[config.mk]
export PLATFORM = sky130hd
export DESIGN_NAME = pe_sequencer
export DESIGN_NICKNAME = d
export VERILOG_FILES = /design/src/rtl/pe_sequencer.sv
export SDC_FILE = /design/constraint.sdc
export NUM_CORES = 1
export LEC_CHECK = 0
export BUFFER_PORTS_ARGS = -buffer_cell sky130_fd_sc_hd__buf_2
export CAP_MARGIN = 5
export CORE_AREA = 3 3 266 268
export DETAILED_ROUTE_END_ITERATION = 10
export DIE_AREA = 0 0 269 271
export RECOVER_POWER = 100
export SYNTH_ARGS = -nofsm -noshare
export SYNTH_HDL_FRONTEND = slang
export SYNTH_SLANG_ARGS = --single-unit
[constraint.sdc]
create_clock -name clk -period 3.8 [get_ports clk]
set_input_delay 0.76 -clock clk [delete_from_list [all_inputs] [get_ports clk]]
set_output_delay 0.76 -clock clk [all_outputs]
set_load 0.01 [all_outputs]
[src/rtl/pe_sequencer.sv]
// pe_sequencer: fetch/decode/execute sequencer feeding one shared opcode to a LANES-wide PE array.
// Build option PE_SEQ_CYCLE_CNT_EN adds a saturating busy-cycle counter output (cycle_count).
module pe_sequencer #(
    parameter int LANES   = 4,
    parameter int IADDR_W = 8,
    parameter int DADDR_W = 8
) (
    input  logic                  clk,
    input  logic                  rst,
    input  logic                  start,
    output logic                  busy,
    output logic                  done,
    output logic                  err,
    output logic [IADDR_W-1:0]    imem_addr,
    input  logic [15:0]           imem_rdata,
    output logic [DADDR_W-1:0]    dmem_addr,
    input  logic [LANES*32-1:0]   dmem_rdata,
    output logic [LANES*32-1:0]   dmem_wdata,
    output logic                  dmem_we,
    output logic [3:0]            pe_opcode,
    output logic [LANES*32-1:0]   pe_a,
    output logic [LANES*32-1:0]   pe_b,
    input  logic [LANES*32-1:0]   pe_out
`ifdef PE_SEQ_CYCLE_CNT_EN
    ,
    output logic [31:0]           cycle_count
`endif
);
    localparam logic [3:0] OP_NOP    = 4'd0;
    localparam logic [3:0] OP_LOAD_A = 4'd1;
    localparam logic [3:0] OP_LOAD_B = 4'd2;
    localparam logic [3:0] OP_ADD    = 4'd3;
    localparam logic [3:0] OP_SUB    = 4'd4;
    localparam logic [3:0] OP_MUL    = 4'd5;
    localparam logic [3:0] OP_DOT    = 4'd6;
    localparam logic [3:0] OP_BUF1   = 4'd7;
    localparam logic [3:0] OP_BUF2   = 4'd8;
    localparam logic [3:0] OP_STORE  = 4'd9;
    localparam logic [3:0] OP_STOP   = 4'd10;

    typedef enum logic [2:0] {
        S_IDLE, S_FETCH, S_DECODE, S_EXEC, S_MEM, S_DONE
    } state_t;

    state_t                 state_q, state_d;
    logic [IADDR_W-1:0]     pc_q, pc_d;
    logic [15:0]            ir_q, ir_d;
    logic [LANES*32-1:0]    reg_a_q, reg_a_d;
    logic [LANES*32-1:0]    reg_b_q, reg_b_d;
    logic [LANES*32-1:0]    res_q, res_d;
    logic                   err_q, err_d;
    logic [31:0]            dot_sum;
    logic [3:0]             ir_op;
    logic [3:0]             fetched_op;
    logic                   pc_last;
    logic                   start_ok;

    assign ir_op      = ir_q[15:12];
    assign fetched_op = imem_rdata[15:12];
    assign pc_last    = (pc_q == {IADDR_W{1'b1}});
    assign start_ok   = start && (state_q == S_IDLE || state_q == S_DONE);

    assign imem_addr  = pc_q;
    assign dmem_addr  = ir_q[DADDR_W-1:0];
    assign dmem_wdata = res_q;
    assign pe_a       = reg_a_q;
    assign pe_b       = reg_b_q;
    assign err        = err_q;

    // Instruction address bits above the data address width carry no meaning.
    generate
        if (DADDR_W < 12) begin : g_ir_hi
            logic unused_ir_hi;
            assign unused_ir_hi = ^ir_q[11:DADDR_W];
        end
    endgenerate

    always_comb begin
        dot_sum = '0;
        for (int i = 0; i < LANES; i++) begin
            dot_sum = dot_sum + pe_out[32*i +: 32];
        end
    end

    always_ff @(posedge clk) begin
        if (rst) begin
            state_q <= S_IDLE;
            pc_q    <= '0;
            ir_q    <= '0;
            reg_a_q <= '0;
            reg_b_q <= '0;
            res_q   <= '0;
            err_q   <= 1'b0;
        end else begin
            state_q <= state_d;
            pc_q    <= pc_d;
            ir_q    <= ir_d;
            reg_a_q <= reg_a_d;
            reg_b_q <= reg_b_d;
            res_q   <= res_d;
            err_q   <= err_d;
        end
    end

    always_comb begin
        state_d = state_q;
        pc_d    = pc_q;
        ir_d    = ir_q;
        reg_a_d = reg_a_q;
        reg_b_d = reg_b_q;
        res_d   = res_q;
        err_d   = err_q;
        case (state_q)
            S_IDLE, S_DONE: begin
                if (start_ok) begin
                    pc_d    = '0;
                    err_d   = 1'b0;
                    state_d = S_FETCH;
                end
            end
            S_FETCH: state_d = S_DECODE;
            S_DECODE: begin
                ir_d = imem_rdata;
                if (fetched_op == OP_STOP) begin
                    state_d = S_DONE;
                end else if (fetched_op > OP_STOP) begin
                    state_d = S_DONE;
                    err_d   = 1'b1;
                end else begin
                    state_d = S_EXEC;
                end
            end
            S_EXEC: begin
                case (ir_op)
                    OP_ADD, OP_SUB, OP_MUL: res_d = pe_out;
                    OP_DOT: begin
                        res_d       = '0;
                        res_d[31:0] = dot_sum;
                    end
                    OP_BUF1: reg_a_d = res_q;
                    OP_BUF2: reg_b_d = res_q;
                    default: ;
                endcase
                if (ir_op == OP_LOAD_A || ir_op == OP_LOAD_B) begin
                    state_d = S_MEM;
                end else if (pc_last) begin
                    state_d = S_DONE;
                    err_d   = 1'b1;
                end else begin
                    pc_d    = pc_q + 1'b1;
                    state_d = S_FETCH;
                end
            end
            S_MEM: begin
                if (ir_op == OP_LOAD_A) begin
                    reg_a_d = dmem_rdata;
                end else begin
                    reg_b_d = dmem_rdata;
                end
                // Running off the end of program memory is an error, never a wrap.
                if (pc_last) begin
                    state_d = S_DONE;
                    err_d   = 1'b1;
                end else begin
                    pc_d    = pc_q + 1'b1;
                    state_d = S_FETCH;
                end
            end
            default: state_d = S_IDLE;
        endcase
    end

    always_comb begin
        busy      = 1'b0;
        done      = 1'b0;
        dmem_we   = 1'b0;
        pe_opcode = OP_NOP;
        case (state_q)
            S_FETCH, S_DECODE, S_MEM: busy = 1'b1;
            S_EXEC: begin
                busy    = 1'b1;
                dmem_we = (ir_op == OP_STORE);
                if (ir_op inside {OP_ADD, OP_SUB, OP_MUL, OP_DOT}) begin
                    pe_opcode = ir_op;
                end
            end
            S_DONE: done = 1'b1;
            default: ;
        endcase
    end

`ifdef PE_SEQ_CYCLE_CNT_EN
    logic [31:0] cyc_q;

    always_ff @(posedge clk) begin
        if (rst || start_ok) begin
            cyc_q <= '0;
        end else if (busy && cyc_q != 32'hFFFF_FFFF) begin
            cyc_q <= cyc_q + 32'd1;
        end
    end

    assign cycle_count = cyc_q;
`else
    // No cycle counter in this build.
`endif

endmodule

==> impl_metrics.tcl <==
set metrics [dict create \
    hold_viol 0 \
    synthArstFlopShare_pct 0 \
    syn_nets 2652 \
    fmax_mhz 269.7 \
    dieArea_um2 72900 \
    status "finished, final reports clean" \
    synthCells 2283 \
    fillers 7406 \
    htreeDepth 2 \
    synth_edf_count 0 \
    gr-total-overflow 0 \
    rows 96 \
    clk_pin_slew_ns 0.06 \
    core_area_um2 68590 \
    syn_area_per_cell_um2 8.592 \
    dr_wl_met3_um 6998 \
    period_minus_slack_ns 3.707 \
    whs_ns 0.4258 \
    start_kind "primary input" \
    fp.dieW_um 269 \
    vias 19270 \
    clock_power_share_pct 39.0 \
    pwr-share-seq_pct 37.3 \
    path_class "primary input to flop" \
    antenna_found_initial 39 \
    ys.warnings.count 0 \
    power.switching_w 0.003438 \
    clock_latency_ns 0.59 \
    comb_power_share_pct 23.7 \
    p_leak_nw 9.361 \
    dr.first_iter.drc_count 1341 \
    synth-xor-area-share_pct 1.384 \
    synth_top_family_by_area "compound AO/OA/AOI/OAI gates" \
    layout.nets 3356 \
    dp_hpwl_um 72000 \
    hp-start "imem_rdata[7]" \
    cts_root_buffer "clkbuf_16" \
    setup_viol 0 \
    cts_made_buffers 48 \
    ctsLongestPathBuffers 3 \
    top_layer "met5" \
    stdcell_count 3974 \
    drcViolationCount 0 \
    met1_length_um 38280 \
    grtUsageTotal_pct 23.69 \
    synthSimpleGateAreaFrac_pct 14.89 \
    p_sw_share_pct 29.64 \
    place_congestion 0.9385 \
    cp_data_required_time_ns 4.21 \
    via_per_inst 4.848 \
    synth_compound_gate_area_share_pct 19.02 \
    synth-adder-area-share_pct 8.369 \
    yosysSeqAreaShare_pct 41.64 \
    wl_met2_um 42810 \
    drt_pre_antenna_iters 5 \
    crit_arrival_ns 4.12 \
    final_core_util_pct 37.65 \
    io_pins 683 \
    synthToLayoutAreaGrowth_pct 31.65 \
    drv_slew 0 \
    cts_tree "done" \
    r2r_start "state_q[2]$_SDFFE_PP0N_" \
    synth_top_area_share_pct 41.64 \
    cp-end-kind "flop" \
    ys_top_cells_by_area "dfxtp_1 42%, a211oi_1 10%, mux2i_1 6.7%" \
    grt_pass1_wl_um 126500 \
    antenna_left 0 \
    synthMuxAreaShare_pct 6.736 \
    synth_area_um2 19620 \
    grt_start_max_net_pins 139 \
    drt-wirelength-per-cell_um 22.88 \
    start_util_pct 28.60 \
    chipHeight_um 271 \
    grt_pass1_vias 18060 \
    peakVddDrop_v 0.0002554 \
    tightestPinTransition_ns 1.463 \
    drive_above_1_share_pct 17.80 \
    ys_seq_elements 408 \
    crit_path_start "pe_out[1]" \
    worstPathMaxFanout 4 \
    maxCapViolations 0 \
    wl_um 90920 \
    clkSinkCount 408 \
    ys_types 68 \
    portBuffers 677 \
    final_common_cell "clkbuf_1" \
    relSlewSlack_pct 2.476 \
    cellPowerDensity_nw_per_um2 449.1 \
    hold_class "primary input to flop" \
    layout_common_cells "420 x clkbuf_1, 408 x dfxtp_1, 319 x nor2_1" \
    placed_cells 3866 \
    synth_largest_area_cell "dfxtp_1" \
    synthFlopType "dfxtp_1" \
    intPower_w 0.008160 \
    rsz0062_at_grt "yes" \
    skew_ns 0.02277 \
    min_period_over_period_pct 97.56 \
]
kinds of logic (layout without fill, tap and decap cells):
kind of cell               count (synthesis)  count (layout)
AOI/OAI and AO/OA                        558             558
xor gates and xnor gates                  31              31
adders and majority gates                 94              94
buffers and inverters                    370            1110
DFF                                      408             408
muxes                                    132             132
other                                      1              21
and+or+nand+nor                          689             689
state kept, by name, indices dropped and copies added, names as in the netlist:
signal and cells:
pe_b 128, pe_a 128, ir_q 12, err 1, state_q 3, imem_addr 8
dmem_wdata 128
cell usage after synthesis, drive strengths merged, types with 20 or more instances:
master,instances
clkbuf,86
o21ai,51
nor2,320
nand3,113
ha,32
xnor2,20
mux2i,132
buf,100
fa,62
a211oi,274
nand2,186
dfxtp,408
a21oi,167
inv,184
path summary, 6_finish.rpt:
kind                                               endpoint  slack, ns  cells after the start
worst min register to register         ir_q[5]$_SDFFE_PP0P_       0.45                      2
worst max-delay path            dmem_wdata[21]$_SDFFE_PP0P_       0.09                     15
worst min-delay path                   ir_q[7]$_SDFFE_PP0P_       0.43                      3
worst max register to register        pe_b[63]$_SDFFE_PP0P_       0.37                      7
power by group through the flow:
stage / registers (W) / clock network [W] / logic (W)
floorplan: 0.00442 / 0 / 0.00145
global placement: 0.00442 / 0 / 0.00269
detailed placement: 0.00442 / 0 / 0.00270
CTS: 0.00433 / 0.00462 / 0.00272
global route: 0.00433 / 0.00480 / 0.00300
finish: 0.00433 / 0.00452 / 0.00275
timing repair:
action	in CTS	in global routing
gates resized for setup	1	9
hold buffers	0	0
setup endpoints to repair	2	6
setup buffers	0	2
pin swaps	0	10
metrics by stage:
step	instance area [um^2]	power, W	TNS (ns)	setup slack, ns
3_5_place_dp	24810	0.007121	-9.150	-0.6686
5_1_grt	25790	0.01213	-0.05887	-0.04787
4_1_cts	26340	0.01167	0	0.01780
6_report	25820	0.01160	0	0.09255
2_1_floorplan	19670	0.005864	-0.05792	-0.02407
3_3_place_gp	24810	0.007115	-8.864	-0.6384
area by class of cell:
cell class,instances,area (um^2),area share [%]
Antenna cell,20,50.05,0.1938
Clock buffer,68,1378,5.335
Clock inverter,18,146.4,0.5669
Inverter,184,698.2,2.704
Multi-Input combinational cell,1505,9946,38.52
Sequential cell,408,8168,31.63
Tap cell,931,1165,4.511
Timing Repair Buffer,840,4272,16.54
critical path, stage by stage:
cell and delay [ns]:
buf_6 0.11, inv_8 0.03, fa_1 0.52, inv_1 0.05, fa_1 0.43, ha_2 0.21, fa_2 0.35, a21o_4 0.21
buf_4 0.14, a311oi_4 0.33, or4_4 0.23, a31oi_4 0.12, or3_1 0.38, a31oi_1 0.16, a211oi_1 0.08
metal layers:
metal / track usage, % / vias up
li1: - / 9299
met1: 30.11 / 9133
met2: 39.42 / 647
met3: 6.211 / 152
met4: 6.723 / 34
met5: 0 / -
No activity file was read; power rests on OpenSTA's default activity.
